==> src/rtl/encoder_pri_16_4_hs_pkg.sv <==
// Shared constants and FSM state type for the 16-to-4 handshake priority encoder.
package encoder_pri_16_4_hs_pkg;

  localparam int unsigned WIDTH  = 16;
  localparam int unsigned CODE_W = 4;

  typedef enum logic {
    IDLE    = 1'b0,
    PRESENT = 1'b1
  } state_e;

endpackage

==> src/rtl/encoder_pri_16_4_hs_if.sv <==
// Request/code handshake bundle between event sources, the encoder and its consumer.
interface encoder_pri_16_4_hs_if;
  import encoder_pri_16_4_hs_pkg::*;

  logic              en_in;
  logic [WIDTH-1:0]  req_in;
  logic              ready_in;
  logic [CODE_W-1:0] code_out;
  logic              valid_out;
  logic [WIDTH-1:0]  pend_out;
  logic              ovf_out;

  modport master (
    input  en_in, req_in, ready_in,
    output code_out, valid_out, pend_out, ovf_out
  );

  modport slave (
    output en_in, req_in, ready_in,
    input  code_out, valid_out, pend_out, ovf_out
  );

endinterface

==> src/rtl/encoder_pri_16_4_hs_pri_sel_comb.sv <==
// Combinational finder: first set bit of cand searching downward from start, wrapping modulo WIDTH.
module encoder_pri_16_4_hs_pri_sel_comb
  import encoder_pri_16_4_hs_pkg::*;
(
  input  logic [WIDTH-1:0]  cand_i,
  input  logic [CODE_W-1:0] start_i,
  output logic [CODE_W-1:0] idx_c_o,
  output logic              any_c_o
);

  logic [CODE_W-1:0] pos;

  always_comb begin
    idx_c_o = '0;
    any_c_o = 1'b0;
    pos     = '0;
    for (int unsigned i = 0; i < WIDTH; i++) begin
      pos = start_i - CODE_W'(i);
      if (!any_c_o && cand_i[pos]) begin
        idx_c_o = pos;
        any_c_o = 1'b1;
      end
    end
  end

endmodule

==> src/rtl/encoder_pri_16_4_hs.sv <==
// Sticky-pending 16-to-4 priority encoder with valid/ready code output.
// Define ENCODER_RR_EN for round-robin selection; default is fixed priority (bit 15 highest).
module encoder_pri_16_4_hs
  import encoder_pri_16_4_hs_pkg::*;
(
  input  logic                  clk_in,
  input  logic                  rst_n_in,
  encoder_pri_16_4_hs_if.master bus
);

  state_e            state_q, state_d;
  logic [CODE_W-1:0] code_q, code_d;
  logic              valid_q, valid_d;
  logic [WIDTH-1:0]  pend_q, pend_d;
  logic              ovf_q, ovf_d;

  logic              accept_c;
  logic [WIDTH-1:0]  clr_c;
  logic [WIDTH-1:0]  kept_c;
  logic [WIDTH-1:0]  cand_c;
  logic [CODE_W-1:0] start_c;
  logic [CODE_W-1:0] sel_idx_c;
  logic              sel_any_c;

  // The accepted bit is cleared before new requests are OR-ed in, so a same-cycle re-request wins.
  assign accept_c = valid_q & bus.ready_in;
  assign clr_c    = accept_c ? (WIDTH'(1) << code_q) : '0;
  assign kept_c   = pend_q & ~clr_c;
  assign cand_c   = kept_c | bus.req_in;

`ifdef ENCODER_RR_EN
  logic [CODE_W-1:0] ptr_q, ptr_d;

  // On accept the search already starts just below the accepted index, so back-to-back loads rotate.
  assign start_c = accept_c ? (code_q - CODE_W'(1)) : ptr_q;

  always_comb begin
    ptr_d = ptr_q;
    if (accept_c && !bus.en_in) begin
      ptr_d = code_q - CODE_W'(1);
    end
  end

  always_ff @(posedge clk_in or negedge rst_n_in) begin
    if (!rst_n_in) begin
      ptr_q <= CODE_W'(WIDTH - 1);
    end else begin
      ptr_q <= ptr_d;
    end
  end
`else
  assign start_c = CODE_W'(WIDTH - 1);
`endif

  encoder_pri_16_4_hs_pri_sel_comb u_sel (
    .cand_i  (cand_c),
    .start_i (start_c),
    .idx_c_o (sel_idx_c),
    .any_c_o (sel_any_c)
  );

  always_comb begin
    state_d = state_q;
    code_d  = code_q;
    valid_d = valid_q;
    pend_d  = bus.en_in ? kept_c : cand_c;
    ovf_d   = ~bus.en_in & (|(bus.req_in & kept_c));
    case (state_q)
      IDLE: begin
        if (!bus.en_in && sel_any_c) begin
          code_d  = sel_idx_c;
          valid_d = 1'b1;
          state_d = PRESENT;
        end
      end
      PRESENT: begin
        if (accept_c) begin
          if (!bus.en_in && sel_any_c) begin
            code_d = sel_idx_c;
          end else begin
            valid_d = 1'b0;
            state_d = IDLE;
          end
        end
      end
    endcase
  end

  always_ff @(posedge clk_in or negedge rst_n_in) begin
    if (!rst_n_in) begin
      state_q <= IDLE;
      code_q  <= '0;
      valid_q <= 1'b0;
      pend_q  <= '0;
      ovf_q   <= 1'b0;
    end else begin
      state_q <= state_d;
      code_q  <= code_d;
      valid_q <= valid_d;
      pend_q  <= pend_d;
      ovf_q   <= ovf_d;
    end
  end

  assign bus.code_out  = code_q;
  assign bus.valid_out = valid_q;
  assign bus.pend_out  = pend_q;
  assign bus.ovf_out   = ovf_q;

endmodule
==> src/flat_wrapper.sv <==
// flat-port wrapper written by rule: the top's interface ports become plain ports
module encoder_pri_16_4_hs_flat import encoder_pri_16_4_hs_pkg::*;
  (clk_in, rst_n_in, bus_en_in, bus_req_in, bus_ready_in, bus_code_out, bus_valid_out, bus_pend_out, bus_ovf_out);
  encoder_pri_16_4_hs_if bus_i ();
  input  logic clk_in;
  input  logic rst_n_in;
  input wire logic [$bits(bus_i.en_in)-1:0] bus_en_in;
  input wire logic [$bits(bus_i.req_in)-1:0] bus_req_in;
  input wire logic [$bits(bus_i.ready_in)-1:0] bus_ready_in;
  output wire logic [$bits(bus_i.code_out)-1:0] bus_code_out;
  output wire logic [$bits(bus_i.valid_out)-1:0] bus_valid_out;
  output wire logic [$bits(bus_i.pend_out)-1:0] bus_pend_out;
  output wire logic [$bits(bus_i.ovf_out)-1:0] bus_ovf_out;
  assign bus_i.en_in = bus_en_in;
  assign bus_i.req_in = bus_req_in;
  assign bus_i.ready_in = bus_ready_in;
  assign bus_code_out = bus_i.code_out;
  assign bus_valid_out = bus_i.valid_out;
  assign bus_pend_out = bus_i.pend_out;
  assign bus_ovf_out = bus_i.ovf_out;
  encoder_pri_16_4_hs u_core (.clk_in(clk_in), .rst_n_in(rst_n_in), .bus(bus_i));
endmodule
==> config.mk <==
export PLATFORM = sky130hd
export DESIGN_NAME = encoder_pri_16_4_hs_flat
export DESIGN_NICKNAME = d
export VERILOG_FILES = /design/src/rtl/encoder_pri_16_4_hs_pkg.sv /design/src/rtl/encoder_pri_16_4_hs_if.sv /design/src/rtl/encoder_pri_16_4_hs_pri_sel_comb.sv /design/src/rtl/encoder_pri_16_4_hs.sv /design/src/flat_wrapper.sv
export SDC_FILE = /design/constraint.sdc
export NUM_CORES = 1
export LEC_CHECK = 0
export ABC_CLOCK_PERIOD_IN_PS = 9320
export BUFFER_PORTS_ARGS = -buffer_cell sky130_fd_sc_hd__buf_2
export CAP_MARGIN = 20
export CORE_ASPECT_RATIO = 0.6
export CORE_MARGIN = 2
export CORE_UTILIZATION = 25
export CTS_CLUSTER_DIAMETER = 40
export DETAILED_ROUTE_END_ITERATION = 12
export SYNTH_ARGS = -nofsm -noshare
export SYNTH_HDL_FRONTEND = slang
export SYNTH_HIERARCHICAL = 1
export SYNTH_SLANG_ARGS = --single-unit
export TNS_END_PERCENT = 50
==> constraint.sdc <==
create_clock -name clk_in -period 9.32 [get_ports clk_in]
set_input_delay 0 -clock clk_in [delete_from_list [all_inputs] [get_ports clk_in]]
set_output_delay 0 -clock clk_in [all_outputs]
set_load 0.05 [all_outputs]
==> metrics.cfg, run 1 <==
[floorplan]
row_count = 33
dieHeight_um = 96.4
dieWidth_um = 158
start_util = 0.258
core_um2 = 13700
pin_count = 42
dieArea_um2 = 15200

[cts]
clk_pin_slew_ns = 0.06
cts.sinks = 23
clk_latency_ns = 0.26
htree_levels = 1
cts_tree = built
clockBufferDepth = 2
numCtsBuffers = 3
clockRootBuffer = clkbuf_16

[job]
drv_cap = 0

[logic_synthesis]
synth_edf_count = 0
yosys-top-cells-area = mux4_2, dfrtp_1, mux2i_1
netlist_instances = 412
avgSynthCellArea_um2 = 8.62
synthFlopType = dfrtp_1
synth_top_cell_by_area = mux4_2
synth-seq-cells = 23
yosys-top-cells-count = nand2_1, o21ai_0, mux2i_1
synth-warning-count = 6
yosysUniqueCellTypes = 63
syn-cell-area_um2 = 3550
seq_area_frac_synth = 0.162
async_flop_share = 1.00
synth_most_common_cell = nand2_1
synth.top_cell.area_share = 0.165

[worst_setup_path]
startpoint = u_core/bus.code_out[2]
cp.required_ns = 9.47
critPathCapture = u_core/bus.code_out[2]
cp_cell_sequence = nor2b_1 > nand2_1 > nand2_1 > nand2_1 > mux2_1 > mux4_2 > mux2_2 > nor4_4 > nand3_2 > nor3_1 > nand2_1 > nand2b_1 > a21oi_1 > mux2_2
cpMostUsedCell = nand2_1
cp-start-kind = flip-flop
arrival_ns = 4.77
max_stage_delay_ns = 0.60
reg2reg_slack_ns = 4.70
reg2reg_depth = 14
reg2reg_from = u_core/bus.code_out[2]
path_class = flip-flop to flip-flop
crit_slowest_cell = dfrtp_1
r2r-end = u_core/bus.code_out[2]
critPathMaxFanout = 14
end_kind = flip-flop

[status]
outcome = finished clean

[sta]
fmax_mhz = 216
slew_viol_final = 0
fin_skew_ns = 0.00551
finalHoldViolCount = 0
rsz0062_at_grt = false
worst_pin_slew_ns = 0.792
finalSetupTns_ns = 0
setup_violations = 0
timing.final.crit_period_ns = 4.62
timing.final.ws_setup_ns = 4.70
relSlewSlack = 0.457
period_share = 0.496

[power_and_ir_drop]
switching_share = 0.493
leakagePower_nw = 1.56
internal_power_mw = 0.269
powerDensity_nw_per_um2 = 132
power.total_mw = 0.531
net-switching-power_mw = 0.262
seq_power_share = 0.280
peakVddDrop_uv = 71.3
comb_power_share = 0.539
p_clk_frac = 0.181

[drt]
wl_per_cell_um = 18.5
route.detailed.drc = 0
vias = 3655
via_per_inst = 5.66
first_iter_violations = 633
drt_wl_total_um = 11900
dr.pass1.iters = 5
antenna_left = 0

[placement]
place.gp.congestion = 1.00
dp_hpwl_um = 9450
post_dp_cell_area_um2 = 3950
port_buffers = 41
dp_slack_ns = 4.82

[layout]
num_antenna_cells = 0
layout.nets = 482
drive_gt1_frac = 0.216
postLayoutCellArea_um2 = 4040
areaGrowthSynthToFinish_pct = 13.6

[global_route]
antenna_found_initial = 0
grt_start_max_net_pins = 36
grt_overflow_total = 0
grt_pass1_wl_um = 18700
grt_pass1_vias = 3328
grt_usage = 0.160

[min_path]
hp-class = primary input to flip-flop

[flip-flops by register name, summed over array words and instances (netlist names)]
| name | cells |
|---|---|
| u_core/bus.pend_out | 16 |
| u_core/bus.code_out | 4 |
| u_core/bus.ovf_out | 1 |
| u_core/bus.valid_out | 1 |
| u_core/state_q | 1 |
[routing by layer]
metal	up-vias	global-route usage	share of wire
met2	230	0.209	0.37
li1	1645	-	-
met4	0	0.0144	0.0069
met3	15	0.0617	0.14
met5	-	0	0
met1	1765	0.248	0.47
[critical path: cells and delay by family (launching register included)]
family | cells | cell delay [ns]
AND/OR/NAND/NOR | 9 | 2.21
multiplexers | 4 | 1.59
flip-flops | 1 | 0.60
AO/OA/AOI/OAI | 1 | 0.11
[cell type report]
type                            count  area, µm²
Clock buffer                        4       78.8
Fill cell                        1452       9710
Inverter                           22       82.6
Multi-Input combinational cell    362       2840
Sequential cell                    23        576
Tap cell                          192        240
Timing Repair Buffer               43        223
[worst min-delay path by stage]
| stage | from | slack, ns | cells past startpoint | to |
|---|---|---|---|---|
| floorplan | rst_n_in | -0.30 | 0 | u_core/bus.code_out[0] |
| global placement | rst_n_in | 0.008 | 1 | u_core/bus.pend_out[4] |
| detailed placement | rst_n_in | 0.01 | 1 | u_core/bus.pend_out[12] |
| CTS | bus_ready_in | 0.004 | 2 | u_core/bus.valid_out |
| global route | bus_ready_in | 0.02 | 2 | u_core/bus.valid_out |
| finish | bus_req_in[4] | 0.004 | 3 | u_core/bus.pend_out[4] |
[kinds of logic after synthesis]
family | Yosys count | synth area share
fa+ha+maj | 7 | 0.0246
other cells | 1 | 0.00106
buf+inv | 40 | 0.0535
flops | 23 | 0.162
compound gates | 109 | 0.194
xor+xnor | 11 | 0.0271
simple gates | 136 | 0.193
mux | 85 | 0.344
[cells in the final DEF, fill, tap and decap left out, drive strengths merged, types with 9 or more instances in the layout]
| cell | synthesis | final |
|---|---|---|
| nand2 | 69 | 69 |
| o21ai | 34 | 34 |
| conb | 1 | 14 |
| mux2i | 27 | 27 |
| nand2b | 10 | 10 |
| nor3 | 9 | 9 |
| a21oi | 24 | 24 |
| nor2 | 10 | 10 |
| a31oi | 9 | 9 |
| mux2 | 32 | 32 |
| buf | 11 | 42 |
| inv | 20 | 20 |
| mux4 | 26 | 26 |
| dfrtp | 23 | 23 |
| nand3 | 13 | 13 |
[power by group through the flow]
| stage | clock (mW) | combinational [mW] | sequential, mW |
|---|---|---|---|
| floorplan | 0 | 0.163 | 0.194 |
| global placement | 0 | 0.267 | 0.147 |
| detailed placement | 0 | 0.266 | 0.150 |
| CTS | 0.0973 | 0.268 | 0.147 |
| global route | 0.103 | 0.304 | 0.153 |
| finish | 0.0962 | 0.286 | 0.149 |
[through the flow]
step	hold WS, ns	util	std cells
6_report	0.00358	0.294	646
4_1_cts	0.00357	0.294	646
3_5_place_dp	0.0117	0.287	641
2_1_floorplan	-0.296	-	425
3_3_place_gp	0.00805	0.287	641
5_1_grt	0.0191	0.294	646
[timing repair]
| item | CTS | global route |
|---|---|---|
| gates resized for setup | 0 | 0 |
| hold endpoints to repair | 23 | 0 |
| hold buffers | 1 | 0 |
| buffers inserted | 0 | 0 |
(Power assumes the default switching activity.)
==> inputs of run 2 (changes only) <==
ABC_CLOCK_PERIOD_IN_PS = 4000   (was 9320)
clock period = 4 ns   (was 9.32 ns; I/O delays follow)
==> run 2 against run 1 <==
Against the previous run:
- via count increased by 5.3%
- cell area rose by 6.9%
- clock-buffer cell count decreased by 1
- wire length rose by 11%
- clock skew about the same
- non-clock buffer count is 30 higher
- register-to-register slack worse by 4.6 ns
- setup slack got worse by 4.6 ns
==> metrics.cfg, run 2 (same netlist as run 1, synthesis figures left out) <==
[job]
drv_cap = 0

[worst_setup_path]
cp_cell_sequence = and4b_2 > nand2_1 > nand2_1 > nand2_1 > mux2_1 > mux4_2 > mux2_4 > nor4_4 > buf_4 > nand2_4 > or4_1 > a31oi_1 > mux2_2
critPathMaxFanout = 7
cpMostUsedCell = nand2_1
crit_slowest_cell = mux4_2
end_kind = flip-flop
arrival_ns = 4.13
max_stage_delay_ns = 0.55
cp.required_ns = 4.20
crit_family = simple AND/OR/NAND/NOR gates
path_class = flip-flop to flip-flop
critical_path_buf_inv_count = 1
cp-start-kind = flip-flop

[cts]
cts_tree = built
clockBufferDepth = 2
cts.sinks = 23
htree_levels = 1
numCtsBuffers = 3
clockRootBuffer = clkbuf_16
post-cts-setup-buffers = 0
clk_latency_ns = 0.26
clk_pin_slew_ns = 0.06

[layout]
areaGrowthSynthToFinish_pct = 21.4
largest_register_ffs = 16
drive_gt1_frac = 0.281
postLayoutCellArea_um2 = 4320
fillers = 1435
num_antenna_cells = 0
layout.nets = 512
layout_common_cells = nand2_1, buf_2, o21ai_0
final_common_cell = nand2_1
fin_util = 0.314

[placement]
port_buffers = 41
post_dp_cell_area_um2 = 4170
dp_hpwl_um = 10500
place.gp.congestion = 1.05

[floorplan]
dieArea_um2 = 15200
dieHeight_um = 96.4
dieWidth_um = 158
core_um2 = 13700
pin_count = 42
row_count = 33
start_util = 0.258

[global_route]
met3_usage = 0.0707
grt_usage = 0.174
grt_pass1_vias = 3548
grt_start_max_net_pins = 36
busiest_layer = met1
grt_pass1_wl_um = 20200
grt_util_met2 = 0.221
grt_overflow_total = 0
use_met1 = 0.270
antenna_found_initial = 0

[drt]
first_iter_violations = 559
wl_per_cell_um = 19.5
dr.pass1.iters = 5
antenna_left = 0
via_per_inst = 5.69
vias = 3849
drt_wl_total_um = 13200
route.detailed.drc = 0

[sta]
fmax_mhz = 255
finalHoldViolCount = 0
rsz0062_at_grt = false
slew_viol_final = 0
whs_ns = 0.00989
fin_skew_ns = 0.00510
relSlewSlack = 0.535
period_share = 0.982
finalSetupTns_ns = 0
worst_pin_slew_ns = 0.679
setup_violations = 0
timing.final.crit_period_ns = 3.93

[power_and_ir_drop]
peakVddDrop_uv = 160
leakagePower_nw = 1.73
powerDensity_nw_per_um2 = 311
power.total_mw = 1.34

[status]
outcome = finished clean

[min_path]
hp-class = primary input to flip-flop

## run 2: changes by cell type in the layout (fill, tap and decap cells not counted), moves of 2 or more
cell	delta
dfrtp_2	+2
dfrtp_1	-2
nor3_1	-2
buf_4	+29
## run 2: area by class of cell
cell class                      count  area (µm²)  area share
Multi-Input combinational cell    362        2880       0.668
Sequential cell                    23         578       0.134
Timing Repair Buffer               73         453       0.105
Tap cell                          192         240      0.0557
Inverter                           22        82.6      0.0191
Clock buffer                        3        75.1      0.0174
Clock inverter                      1        5.00     0.00116
## run 2: worst paths after layout
kind | startpoint | endpoint | slack, ns | cells after the start
min in group asynchronous | rst_n_in | u_core/bus.pend_out[10] | 0.27 | 2
worst min register to register | u_core/bus.pend_out[15] | u_core/bus.pend_out[15] | 0.53 | 2
worst max register to register | u_core/bus.code_out[1] | u_core/bus.code_out[3] | 0.07 | 13
max in group asynchronous | rst_n_in | u_core/bus.code_out[1] | 3.31 | 2
worst min-delay path | bus_req_in[8] | u_core/bus.pend_out[8] | 0.01 | 3
worst max-delay path | u_core/bus.code_out[1] | u_core/bus.code_out[3] | 0.07 | 13
## run 2: layer usage
| layer | vias to the layer above | routed length, µm |
|---|---|---|
| met5 | - | 0 |
| met4 | 0 | 130 |
| met3 | 19 | 1920 |
| met2 | 267 | 4910 |
| met1 | 1852 | 6250 |
| li1 | 1711 | - |
## run 2: worst register-to-register path: cells and delay by family (launching register included)
kind / cells / cell delay (ns)
buffers and inverters: 1 / 0.20
DFF: 1 / 0.44
and+or+nand+nor: 7 / 1.57
AOI/OAI and AO/OA: 1 / 0.22
muxes: 4 / 1.43
## run 2: where the power goes
part           switching (mW)  leakage (nW)  internal, mW
registers              0.0566         0.221         0.274
clock network          0.0888        0.0409         0.135
logic                   0.504          1.47         0.282
## run 2: per-stage QoR
stage          instances  setup WS (ns)
6_report             676         0.0709
5_1_grt              676        0.00507
3_3_place_gp         670          0.138
3_5_place_dp         670         0.0746
4_1_cts              676         0.0491
2_1_floorplan        425        0.00196
## run 2: repair_timing
| item | in CTS | in global routing |
|---|---|---|
| gates resized for setup | 0 | 11 |
| endpoints found under the hold margin | 24 | 0 |
| endpoints found under the setup margin | 0 | 5 |
| hold buffers | 2 | 0 |
==> inputs of run 3 (changes only) <==
SETUP_SLACK_MARGIN = 0.2   (was default)
==> run 3 against run 2 <==
Against the previous run:
- register-to-register slack improved by 0.16 ns
- clock-buffer cell count rose by 1
- wire length shrank 2.5%
- total power is 3.4% higher
- non-clock buffer count rose by 4
- setup slack gained 0.16 ns
- cell area rose by 3.5%
- fmax grew 4.3%
- global-route usage shrank 0.68 points
- critical path depth is the same
- hold slack worse by 0.0045 ns
- largest power group unchanged
- highest routed layer unchanged
==> metrics.cfg, run 3 (same netlist as run 1, synthesis figures left out) <==
[worst_setup_path]
arrival_ns = 3.97
path_class = flip-flop to flip-flop
cp-start-kind = flip-flop
critPathMaxFanout = 6
cp.required_ns = 4.20
end_kind = flip-flop

[floorplan]
dieArea_um2 = 15200
dieHeight_um = 96.4
pin_count = 42
start_util = 0.258
row_count = 33
dieWidth_um = 158
core_um2 = 13700

[sta]
whs_ns = 0.00537
fin_skew_ns = 0.00754
relSlewSlack = 0.464
setup_violations = 0
fmax_mhz = 265
slew_viol_final = 0
rsz0062_at_grt = false
period_share = 0.942
finalHoldViolCount = 0
worst_pin_slew_ns = 0.782
timing.final.crit_period_ns = 3.77
finalSetupTns_ns = 0

[placement]
dp_hpwl_um = 9830
port_buffers = 41
place.gp.congestion = 1.00

[layout]
largest_register_ffs = 16
num_antenna_cells = 0
final_common_cell = nand2_1
fillers = 1435
layout.nets = 516
areaGrowthSynthToFinish_pct = 25.6
seqCellArea_um2 = 582
layout_common_cells = nand2_1, buf_2, buf_4
drive_gt1_frac = 0.346
multi_input_area_um2 = 3000

[cts]
numCtsBuffers = 3
cts.sinks = 23
htree_levels = 1
clk_latency_ns = 0.27
clockBufferDepth = 2
clockRootBuffer = clkbuf_16
clk_pin_slew_ns = 0.07
cts_tree = built

[drt]
via_per_inst = 5.68
antenna_left = 0
first_iter_violations = 523
wl_per_cell_um = 18.9
route.detailed.drc = 0
dr.pass1.iters = 6
vias = 3863
drt_wl_total_um = 12900

[min_path]
hp-class = primary input to flip-flop

[global_route]
grt_overflow_total = 0
grt_usage = 0.168
grt_pass1_vias = 3445
grt_start_max_net_pins = 36
grt_pass1_wl_um = 19600
antenna_found_initial = 0

[job]
drv_cap = 0

[power_and_ir_drop]
peakVddDrop_uv = 209
leakagePower_nw = 1.78
powerDensity_nw_per_um2 = 311

[status]
outcome = finished clean

run 3: area by class of cell:
cell class              instances  area share
well taps                     192      0.0538
multi-input cells             362       0.673
inverters                      22      0.0185
repair buffers                 77       0.107
clock buffers                   4      0.0177
flip-flops and latches         23       0.130
run 3: power by group:
group	leakage, nW	switching (mW)	internal [mW]
combinational	1.52	0.508	0.303
clock	0.0382	0.0889	0.136
sequential	0.218	0.0727	0.277
run 3: critical path, cell delays in order, from the launching register on:
cell and delay (ns):
dfrtp_2 0.44, and4b_2 0.39, nand2_2 0.07, nand2_2 0.07, nand2_2 0.06, mux2_4 0.28
mux4_2 0.54, mux2_4 0.34, nor4_4 0.37, buf_4 0.21, nand2_4 0.06, or4_4 0.50
a31oi_1 0.20, mux2_4 0.17
run 3: path summary, 6_finish.rpt:
kind | startpoint | end | slack, ns | depth (start not counted)
worst max-delay path | u_core/bus.code_out[1] | u_core/bus.code_out[3] | 0.23 | 13
worst min-delay path | bus_req_in[13] | u_core/bus.pend_out[13] | 0.005 | 3
worst max register to register | u_core/bus.code_out[1] | u_core/bus.code_out[3] | 0.23 | 13
worst min register to register | u_core/bus.pend_out[13] | u_core/bus.pend_out[13] | 0.53 | 2
max in group asynchronous | rst_n_in | u_core/bus.code_out[3] | 3.32 | 2
min in group asynchronous | rst_n_in | u_core/bus.pend_out[6] | 0.26 | 2
run 3: metrics by stage:
stage / setup WS (ns) / power (mW) / instance area (µm²) / utilization / cells
2_1_floorplan: 0.211 / 0.839 / 3630 / - / 425
3_3_place_gp: 0.0921 / 1.01 / 4090 / 0.298 / 657
3_5_place_dp: 0.0619 / 1.01 / 4090 / 0.298 / 657
4_1_cts: 0.211 / 1.25 / 4230 / 0.308 / 665
5_1_grt: 0.156 / 1.45 / 4460 / 0.325 / 680
6_report: 0.232 / 1.39 / 4460 / 0.325 / 680
run 3: repair_timing:
item                                   4_1_cts  5_1_grt
buffers inserted                             3       15
endpoints found under the hold margin       23        0
pin swaps                                    2        8
hold buffers                                 1        0
setup endpoints to repair                    4        6
gates resized for setup                      6       34
run 3: routing by layer:
layer,share of wire,vias to the layer above,track usage
li1,-,1719,-
met1,0.47,1865,0.259
met2,0.39,257,0.224
met3,0.13,22,0.0572
met4,0.0095,0,0.0182
met5,0,-,0
